<file path="config.mk">
export PLATFORM = sky130hd
export DESIGN_NAME = async_fifo_ptr_ctrl_v2_flat
export DESIGN_NICKNAME = d
export VERILOG_FILES = /design/src/rtl/async_fifo_ptr_ctrl_v2_if.sv /design/src/rtl/async_fifo_ptr_ctrl_v2.sv /design/src/flat_wrapper.sv
export SDC_FILE = /design/constraint.sdc
export NUM_CORES = 1
export LEC_CHECK = 0
export CELL_PAD_IN_SITES_DETAIL_PLACEMENT = 1
export CELL_PAD_IN_SITES_GLOBAL_PLACEMENT = 2
export CORE_MARGIN = 1
export CORE_UTILIZATION = 33
export DETAILED_ROUTE_END_ITERATION = 8
export GPL_TIMING_DRIVEN = 0
export PLACE_DENSITY_LB_ADDON = 0.1
export SLEW_MARGIN = 20
export SYNTH_ARGS = -nofsm -noshare
export SYNTH_HDL_FRONTEND = slang
export SYNTH_SLANG_ARGS = --single-unit
</file>
<file path="constraint.sdc">
create_clock -name clk -period 4 [get_ports clk]
set_input_delay 0.8 -clock clk [delete_from_list [all_inputs] [get_ports clk]]
set_output_delay 0.8 -clock clk [all_outputs]
set_load 0.05 [all_outputs]
</file>
<file path="src/rtl/async_fifo_ptr_ctrl_v2_if.sv">
// Local-side handshake bundle of one async FIFO pointer controller.
// The master drives requests and the remote Gray pointer; the controller (slave) returns RAM control and status.
interface async_fifo_ptr_ctrl_v2_if #(
  parameter int ADDR_WIDTH = 5
);
  logic                  clear;
  logic                  inc;
  logic [ADDR_WIDTH:0]   ptr_gray_other;
  logic                  cen;
  logic [ADDR_WIDTH-1:0] addr;
  logic [ADDR_WIDTH:0]   ptr_gray;
  logic [ADDR_WIDTH:0]   ptr_bin;
  logic [ADDR_WIDTH:0]   level;
  logic                  blocked;
  logic                  almost;
  logic                  err;

  modport master (
    output clear, inc, ptr_gray_other,
    input  cen, addr, ptr_gray, ptr_bin, level, blocked, almost, err
  );

  modport slave (
    input  clear, inc, ptr_gray_other,
    output cen, addr, ptr_gray, ptr_bin, level, blocked, almost, err
  );
endinterface

</file>
<file path="src/rtl/async_fifo_ptr_ctrl_v2.sv">
// One side (write when SIDE=0, read when SIDE=1) of an async FIFO pointer pair.
// Depth may be any value up to 2^ADDR_WIDTH; the Gray sequence is offset so that its wrap stays single-bit.
module async_fifo_ptr_ctrl_v2 #(
  parameter int ADDR_WIDTH  = 5,
  parameter int FIFO_DEPTH  = 24,
  parameter int SYNC_STAGES = 2,
  parameter int SIDE        = 0,
  parameter int ALMOST_TH   = 4
) (
  input  logic                     clk,
  input  logic                     rst_n,
  async_fifo_ptr_ctrl_v2_if.slave  bus
);
  localparam int PW = ADDR_WIDTH + 1;

  localparam logic [PW-1:0] ONE        = PW'(1);
  localparam logic [PW-1:0] DEPTH      = PW'(FIFO_DEPTH);
  localparam logic [PW-1:0] LAST       = PW'(2 * FIFO_DEPTH - 1);
  localparam logic [PW-1:0] OFFSET     = PW'((1 << ADDR_WIDTH) - FIFO_DEPTH);
  localparam logic [PW-1:0] AFULL_LVL  = PW'(FIFO_DEPTH - ALMOST_TH);
  localparam logic [PW-1:0] AEMPTY_LVL = PW'(ALMOST_TH);
  localparam logic [PW:0]   SPAN       = (PW + 1)'(2 * FIFO_DEPTH);

  function automatic logic [PW-1:0] bin2gray(input logic [PW-1:0] b);
    return b ^ (b >> 1);
  endfunction

  function automatic logic [PW-1:0] gray2bin(input logic [PW-1:0] g);
    logic [PW-1:0] b;
    b[PW-1] = g[PW-1];
    for (int i = PW - 2; i >= 0; i--) begin
      b[i] = b[i+1] ^ g[i];
    end
    return b;
  endfunction

  localparam logic [PW-1:0] GRAY_RST = bin2gray(OFFSET);

  logic [PW-1:0] ptr_bin_q, ptr_bin_d;
  logic [PW-1:0] ptr_gray_q, ptr_gray_d;
  logic [PW-1:0] level_q, level_d;
  logic          blocked_q, blocked_d;
  logic          almost_q, almost_d;
  logic          err_q, err_d;
  logic [SYNC_STAGES-1:0][PW-1:0] sync_q;

  logic          adv;
  logic [PW-1:0] other_lin;
  logic [PW-1:0] minuend;
  logic [PW-1:0] subtrahend;
  logic [PW-1:0] addr_lin;

  always_comb begin
    adv = bus.inc & ~blocked_q & ~bus.clear;

    ptr_bin_d = ptr_bin_q;
    if (bus.clear) begin
      ptr_bin_d = '0;
    end else if (adv) begin
      ptr_bin_d = (ptr_bin_q == LAST) ? '0 : ptr_bin_q + ONE;
    end
    ptr_gray_d = bin2gray(ptr_bin_d + OFFSET);

    other_lin = gray2bin(sync_q[SYNC_STAGES-1]) - OFFSET;

    // Occupancy is always "producer minus consumer", taken modulo 2*FIFO_DEPTH.
    if (SIDE == 0) begin
      minuend    = ptr_bin_d;
      subtrahend = other_lin;
    end else begin
      minuend    = other_lin;
      subtrahend = ptr_bin_d;
    end
    if (minuend >= subtrahend) begin
      level_d = minuend - subtrahend;
    end else begin
      level_d = PW'({1'b0, minuend} + SPAN - {1'b0, subtrahend});
    end

    if (SIDE == 0) begin
      blocked_d = (level_d == DEPTH);
      almost_d  = (level_d >= AFULL_LVL);
    end else begin
      blocked_d = (level_d == '0);
      almost_d  = (level_d <= AEMPTY_LVL);
    end

    err_d = bus.clear ? 1'b0 : (err_q | (bus.inc & blocked_q));

    addr_lin = (ptr_bin_q < DEPTH) ? ptr_bin_q : ptr_bin_q - DEPTH;
  end

  always_ff @(posedge clk or negedge rst_n) begin
    if (!rst_n) begin
      ptr_bin_q  <= '0;
      ptr_gray_q <= GRAY_RST;
      level_q    <= '0;
      blocked_q  <= (SIDE != 0);
      almost_q   <= 1'b1;
      err_q      <= 1'b0;
      sync_q     <= {SYNC_STAGES{GRAY_RST}};
    end else begin
      ptr_bin_q  <= ptr_bin_d;
      ptr_gray_q <= ptr_gray_d;
      level_q    <= level_d;
      blocked_q  <= blocked_d;
      almost_q   <= almost_d;
      err_q      <= err_d;
      sync_q     <= {sync_q[SYNC_STAGES-2:0], bus.ptr_gray_other};
    end
  end

  // ptr_gray leaves the block straight from its flop so the far side never samples a glitch.
  assign bus.ptr_gray = ptr_gray_q;
  assign bus.ptr_bin  = ptr_bin_q;
  assign bus.level    = level_q;
  assign bus.blocked  = blocked_q;
  assign bus.almost   = almost_q;
  assign bus.err      = err_q;
  assign bus.cen      = ~adv;
  assign bus.addr     = addr_lin[ADDR_WIDTH-1:0];

endmodule

</file>
<file path="src/flat_wrapper.sv">
// flat-port wrapper written by rule: the top's interface ports become plain ports
module async_fifo_ptr_ctrl_v2_flat 
#(
  parameter int ADDR_WIDTH  = 5,
  parameter int FIFO_DEPTH  = 24,
  parameter int SYNC_STAGES = 2,
  parameter int SIDE        = 0,
  parameter int ALMOST_TH   = 4
)
  (clk, rst_n, bus_clear, bus_inc, bus_ptr_gray_other, bus_cen, bus_addr, bus_ptr_gray, bus_ptr_bin, bus_level, bus_blocked, bus_almost, bus_err);
  async_fifo_ptr_ctrl_v2_if #(.ADDR_WIDTH(ADDR_WIDTH)) bus_i ();
  input  logic clk;
  input  logic rst_n;
  input wire logic [$bits(bus_i.clear)-1:0] bus_clear;
  input wire logic [$bits(bus_i.inc)-1:0] bus_inc;
  input wire logic [$bits(bus_i.ptr_gray_other)-1:0] bus_ptr_gray_other;
  output wire logic [$bits(bus_i.cen)-1:0] bus_cen;
  output wire logic [$bits(bus_i.addr)-1:0] bus_addr;
  output wire logic [$bits(bus_i.ptr_gray)-1:0] bus_ptr_gray;
  output wire logic [$bits(bus_i.ptr_bin)-1:0] bus_ptr_bin;
  output wire logic [$bits(bus_i.level)-1:0] bus_level;
  output wire logic [$bits(bus_i.blocked)-1:0] bus_blocked;
  output wire logic [$bits(bus_i.almost)-1:0] bus_almost;
  output wire logic [$bits(bus_i.err)-1:0] bus_err;
  assign bus_i.clear = bus_clear;
  assign bus_i.inc = bus_inc;
  assign bus_i.ptr_gray_other = bus_ptr_gray_other;
  assign bus_cen = bus_i.cen;
  assign bus_addr = bus_i.addr;
  assign bus_ptr_gray = bus_i.ptr_gray;
  assign bus_ptr_bin = bus_i.ptr_bin;
  assign bus_level = bus_i.level;
  assign bus_blocked = bus_i.blocked;
  assign bus_almost = bus_i.almost;
  assign bus_err = bus_i.err;
  async_fifo_ptr_ctrl_v2 #(.ADDR_WIDTH(ADDR_WIDTH), .FIFO_DEPTH(FIFO_DEPTH), .SYNC_STAGES(SYNC_STAGES), .SIDE(SIDE), .ALMOST_TH(ALMOST_TH)) u_core (.clk(clk), .rst_n(rst_n), .bus(bus_i));
endmodule
</file>
==> impl_summary.log <==
[metrics] signal arrival time at the worst endpoint: 4.00 ns
[metrics] sequential share of power: 33.3%
[metrics] floorplan die height: 76.8 um
[metrics] total gr overflow: 0
[metrics] Pwr Total: 1.20 mW
[metrics] Synthesized Nets: 193
[metrics] number of standard cells after synthesis: 165
[metrics] horizontal die dimension: 76.8 um
[metrics] number of remaining DRC errors: 0
[metrics] placed cell count: 270
[metrics] post-DR wirelength/cell: 14.9 um
[metrics] critical path peak fanout: 3
[metrics] Post-Route Hold Slack: 0.357 ns
[metrics] H-tree lvl count: 2
[metrics] cell leakage power: 1.11 nW
[metrics] family with the most delay on the worst path: simple AND/OR/NAND/NOR gates
[metrics] Antenna Diode Count: 0
[metrics] share of the synthesized area in the top cell type: 35.3%
[metrics] fraction of the mapped netlist area in adder cells: 14.2%
[metrics] Main synth FF type: dfrtp_1
[metrics] number of antenna violations at the first check in global routing: 0
[metrics] ports placed on the boundary: 37
[metrics] number of buffers inserted by port buffering: 35
[metrics] Crit path largest cell delay: 0.50 ns
[metrics] first-pass GRT wire length: 7000 um
[metrics] share of the clock period used by the worst path after layout: 95.0%
[metrics] clock period minus final worst setup slack: 3.80 ns
[metrics] cell types with the highest counts after synthesis: dfrtp_1, inv_1, ha_1, xnor2_1, nor2_1
[metrics] fraction of the mapped netlist area in compound gates: 10.5%
[metrics] synthesized area divided by synthesized cell count: 11.2 um2
[metrics] sum of net half-perimeters after detailed placement: 3270 um
[metrics] Final ANT Viol Nets: 0
[metrics] library cell occupying the most area in the post-synthesis netlist: dfrtp_1
[metrics] net switching component of the power: 0.451 mW
[metrics] clock slew at reported path FFs: 0.07 ns
[metrics] cts hold-fix bufs: 0
[metrics] total die area: 5890 um2
[metrics] sort of element at the end of the critical path: flip-flop
[metrics] sequential element share of the synthesized area: 45.3%
[metrics] worst skew pair latency: 0.28 ns
[metrics] max capacitance violation total: 0
[metrics] number of distinct standard cells referenced by the synthesized netlist: 43
[metrics] maximum number of pins on one net before global-route repair: 34
[metrics] TritonCTS buffer count: 5
[metrics] non-filler cells in the finished layout: 280
[metrics] net count of the finished layout: 237
[metrics] Final Hold Vio Count: 0
[metrics] CTS tree: built
[metrics] Yosys warnings: 0
[metrics] Peak Freq: 0.263 GHz
[metrics] vias post-DR: 1363
[metrics] Synth Area in Simple Gates: 13.6%
[metrics] clk sink count: 33
[metrics] CTS Root Cell: clkbuf_8
[metrics] clock power share: 26.3%
[metrics] fill count: 562
[metrics] Most Frequent Cell on Critical Path: inv_1
[metrics] total of endpoints with negative setup slack in the final report: 0
[metrics] Critical-path top delay cell: clkdlybuf4s50_1
[metrics] type of the worst min-delay path: reg -> reg
[metrics] fraction of synthesized cell area in xor and xnor cells: 7.12%
[metrics] initial core utilization: 35.2%
[metrics] Critical path buffers and inverters: 3
[metrics] FF+latch area: 835 um2
[metrics] number of flops mapped to enable cells by yosys: 0
[metrics] GRT Resource Usage Total: 15.4%
[metrics] combined area of all synthesized cells: 1840 um2
[metrics] total of flip-flops plus latches after synthesis: 33
[metrics] Max Transition Viols Final: 0
[metrics] largest family of logic cells by synthesized area: adder cells
[metrics] ranking of synthesized cells by area: dfrtp_1, dfstp_2, ha_1, fa_1, xnor2_1
[metrics] maximum VDD drop: 256 uV
[metrics] fraction of layout instances using a drive strength above 1: 18.1%
[metrics] internal power: 0.745 mW
[metrics] share of total power in combinational logic: 40.4%
[metrics] vias in the first global route: 1481
[metrics] switching share of total power: 37.7%
[metrics] violation count after the first detailed-routing iteration: 36
[metrics] combined area of the multi-input logic cells: 965 um2
[metrics] crit-path cells: clkdlybuf4s50_1 > and4bb_2 > nand3_1 > xor2_1 > a211o_1 > inv_1 > ha_1 > inv_1 > fa_1 > nor4_2 > nor4_4 > o221ai_1 > o21ai_0
[metrics] standard cell core area: 5240 um2
[metrics] category of the worst setup path launch point: input port
[metrics] path type of the worst setup path: in -> reg
[metrics] Critical Path Start: bus_inc
[metrics] detail-routed via count per cell: 4.87
[metrics] final setup skew: 0.00447 ns
[metrics] multiplexer share of the synthesized area: 4.48%
[metrics] setup repair after global routing missed its margin: false
[metrics] num rows: 26
[metrics] final RePlAce weighted congestion: 0.789
[metrics] most numerous cell in the Yosys netlist: dfrtp_1
[metrics] clock tree buffer depth: 2
[metrics] reg-to-reg critical path startpoint: u_core.sync_q[9]
[metrics] HP Start: u_core.sync_q[1]
[metrics] critical path required time: 4.20 ns
[metrics] Layout Area Growth over Synthesis: 32.8%
[metrics] slew of the pin with the lowest slew margin: 0.751 ns
[metrics] Relative slew margins: 50.0%
[metrics] Total Routed Length: 4190 um
[metrics] run status: complete, no violations
[metrics] TritonRoute pass-1 iters: 4
[metrics] PD cells: 488 nW/um2
[metrics] fraction of registers with async set or reset after synthesis: 100%
-- cell usage in the layout, fill, tap and decap left out, drive strengths merged, types with 2 or more instances in the layout --
cell / Yosys / layout
clkdlybuf4s50: 0 / 34
dfrtp: 26 / 26
inv: 16 / 16
ha: 13 / 13
xnor2: 11 / 11
nor2: 10 / 10
nand2: 8 / 8
dfstp: 7 / 7
buf: 4 / 7
mux2i: 6 / 6
fa: 5 / 5
clkbuf: 0 / 5
a21oi: 5 / 5
nand2b: 4 / 4
xor2: 4 / 4
o211ai: 4 / 4
or2: 4 / 4
nor2b: 4 / 4
nand3: 3 / 3
a211o: 3 / 3
o21ai: 3 / 3
nor4: 3 / 3
nand4: 2 / 2
o21ba: 2 / 2
mux2: 2 / 2
-- final cells by class --
type	count	share of cell area, %
buffer	4	1.12
inverter	16	2.45
clock inverter	3	1.89
multi-input combinational	112	39.4
timing repair buffer	37	14.7
sequential	33	34.1
clock buffer	5	2.81
tap	70	3.58
-- flip-flops by register name, summed over array words and instances (netlist names) --
signal and cells:
u_core.sync_q 12, u_core.bus.level 6, u_core.bus.ptr_bin 6, u_core.bus.ptr_gray 6, u_core.bus.almost 1, u_core.bus.blocked 1, u_core.bus.err 1
-- path summary, 6_finish.rpt --
| path | end | slack [ns] | cells after the start |
|---|---|---|---|
| max in group asynchronous | u_core.bus.ptr_bin[0] | 2.94 | 1 |
| setup reg to reg | u_core.bus.blocked | 0.36 | 13 |
| hold / removal | u_core.sync_q[7] | 0.36 | 0 |
| setup / recovery | u_core.bus.almost | 0.20 | 13 |
| min in group asynchronous | u_core.sync_q[4] | 0.58 | 1 |
| hold reg to reg | u_core.sync_q[7] | 0.36 | 0 |
-- timing repair --
item / in CTS / in global routing
pin swaps: 0 / 3
endpoints found under the setup margin: 2 / 4
resized for setup: 1 / 7
buffers inserted: 0 / 2
gates cloned: 0 / 0
-- per-stage QoR --
stage                     worst slack [ns]  utilization (%)  area, um2  TNS (ns)
final                                0.201             46.8       2450         0
after global routing               0.00391             46.8       2450         0
after CTS                           0.0245             45.7       2390         0
after detailed placement            -0.374             43.5       2280     -1.13
after global placement              -0.314             43.6       2280    -0.910
after floorplan                      0.470                -       1840         0
-- layer usage --
layer / up-vias / part of all wire, % / wire length [um] / track usage (%)
met5: - / 0 / 0 / 0
met2: 33 / 51 / 2120 / 27.3
li1: 650 / - / - / -
met4: 0 / 1.4 / 58 / 5.19
met1: 674 / 44 / 1820 / 18.2
met3: 6 / 4.3 / 182 / 3.57
-- logic make-up (layout without fill, tap and decap cells) --
kind of cell | after synthesis | after routing
compound gates | 26 | 26
buf+inv | 20 | 65
mux | 8 | 8
fa+ha+maj | 18 | 18
simple gates | 45 | 45
flops | 33 | 33
xor+xnor | 15 | 15
-- power by group through the flow --
stage	Sequential, mW	Combinational [mW]	Clock [mW]
final	0.399	0.483	0.314
after global routing	0.404	0.521	0.341
after CTS	0.399	0.480	0.327
after detailed placement	0.405	0.477	0
after global placement	0.403	0.473	0
after floorplan	0.536	0.191	0
No activity file was read; power rests on OpenSTA's default activity.
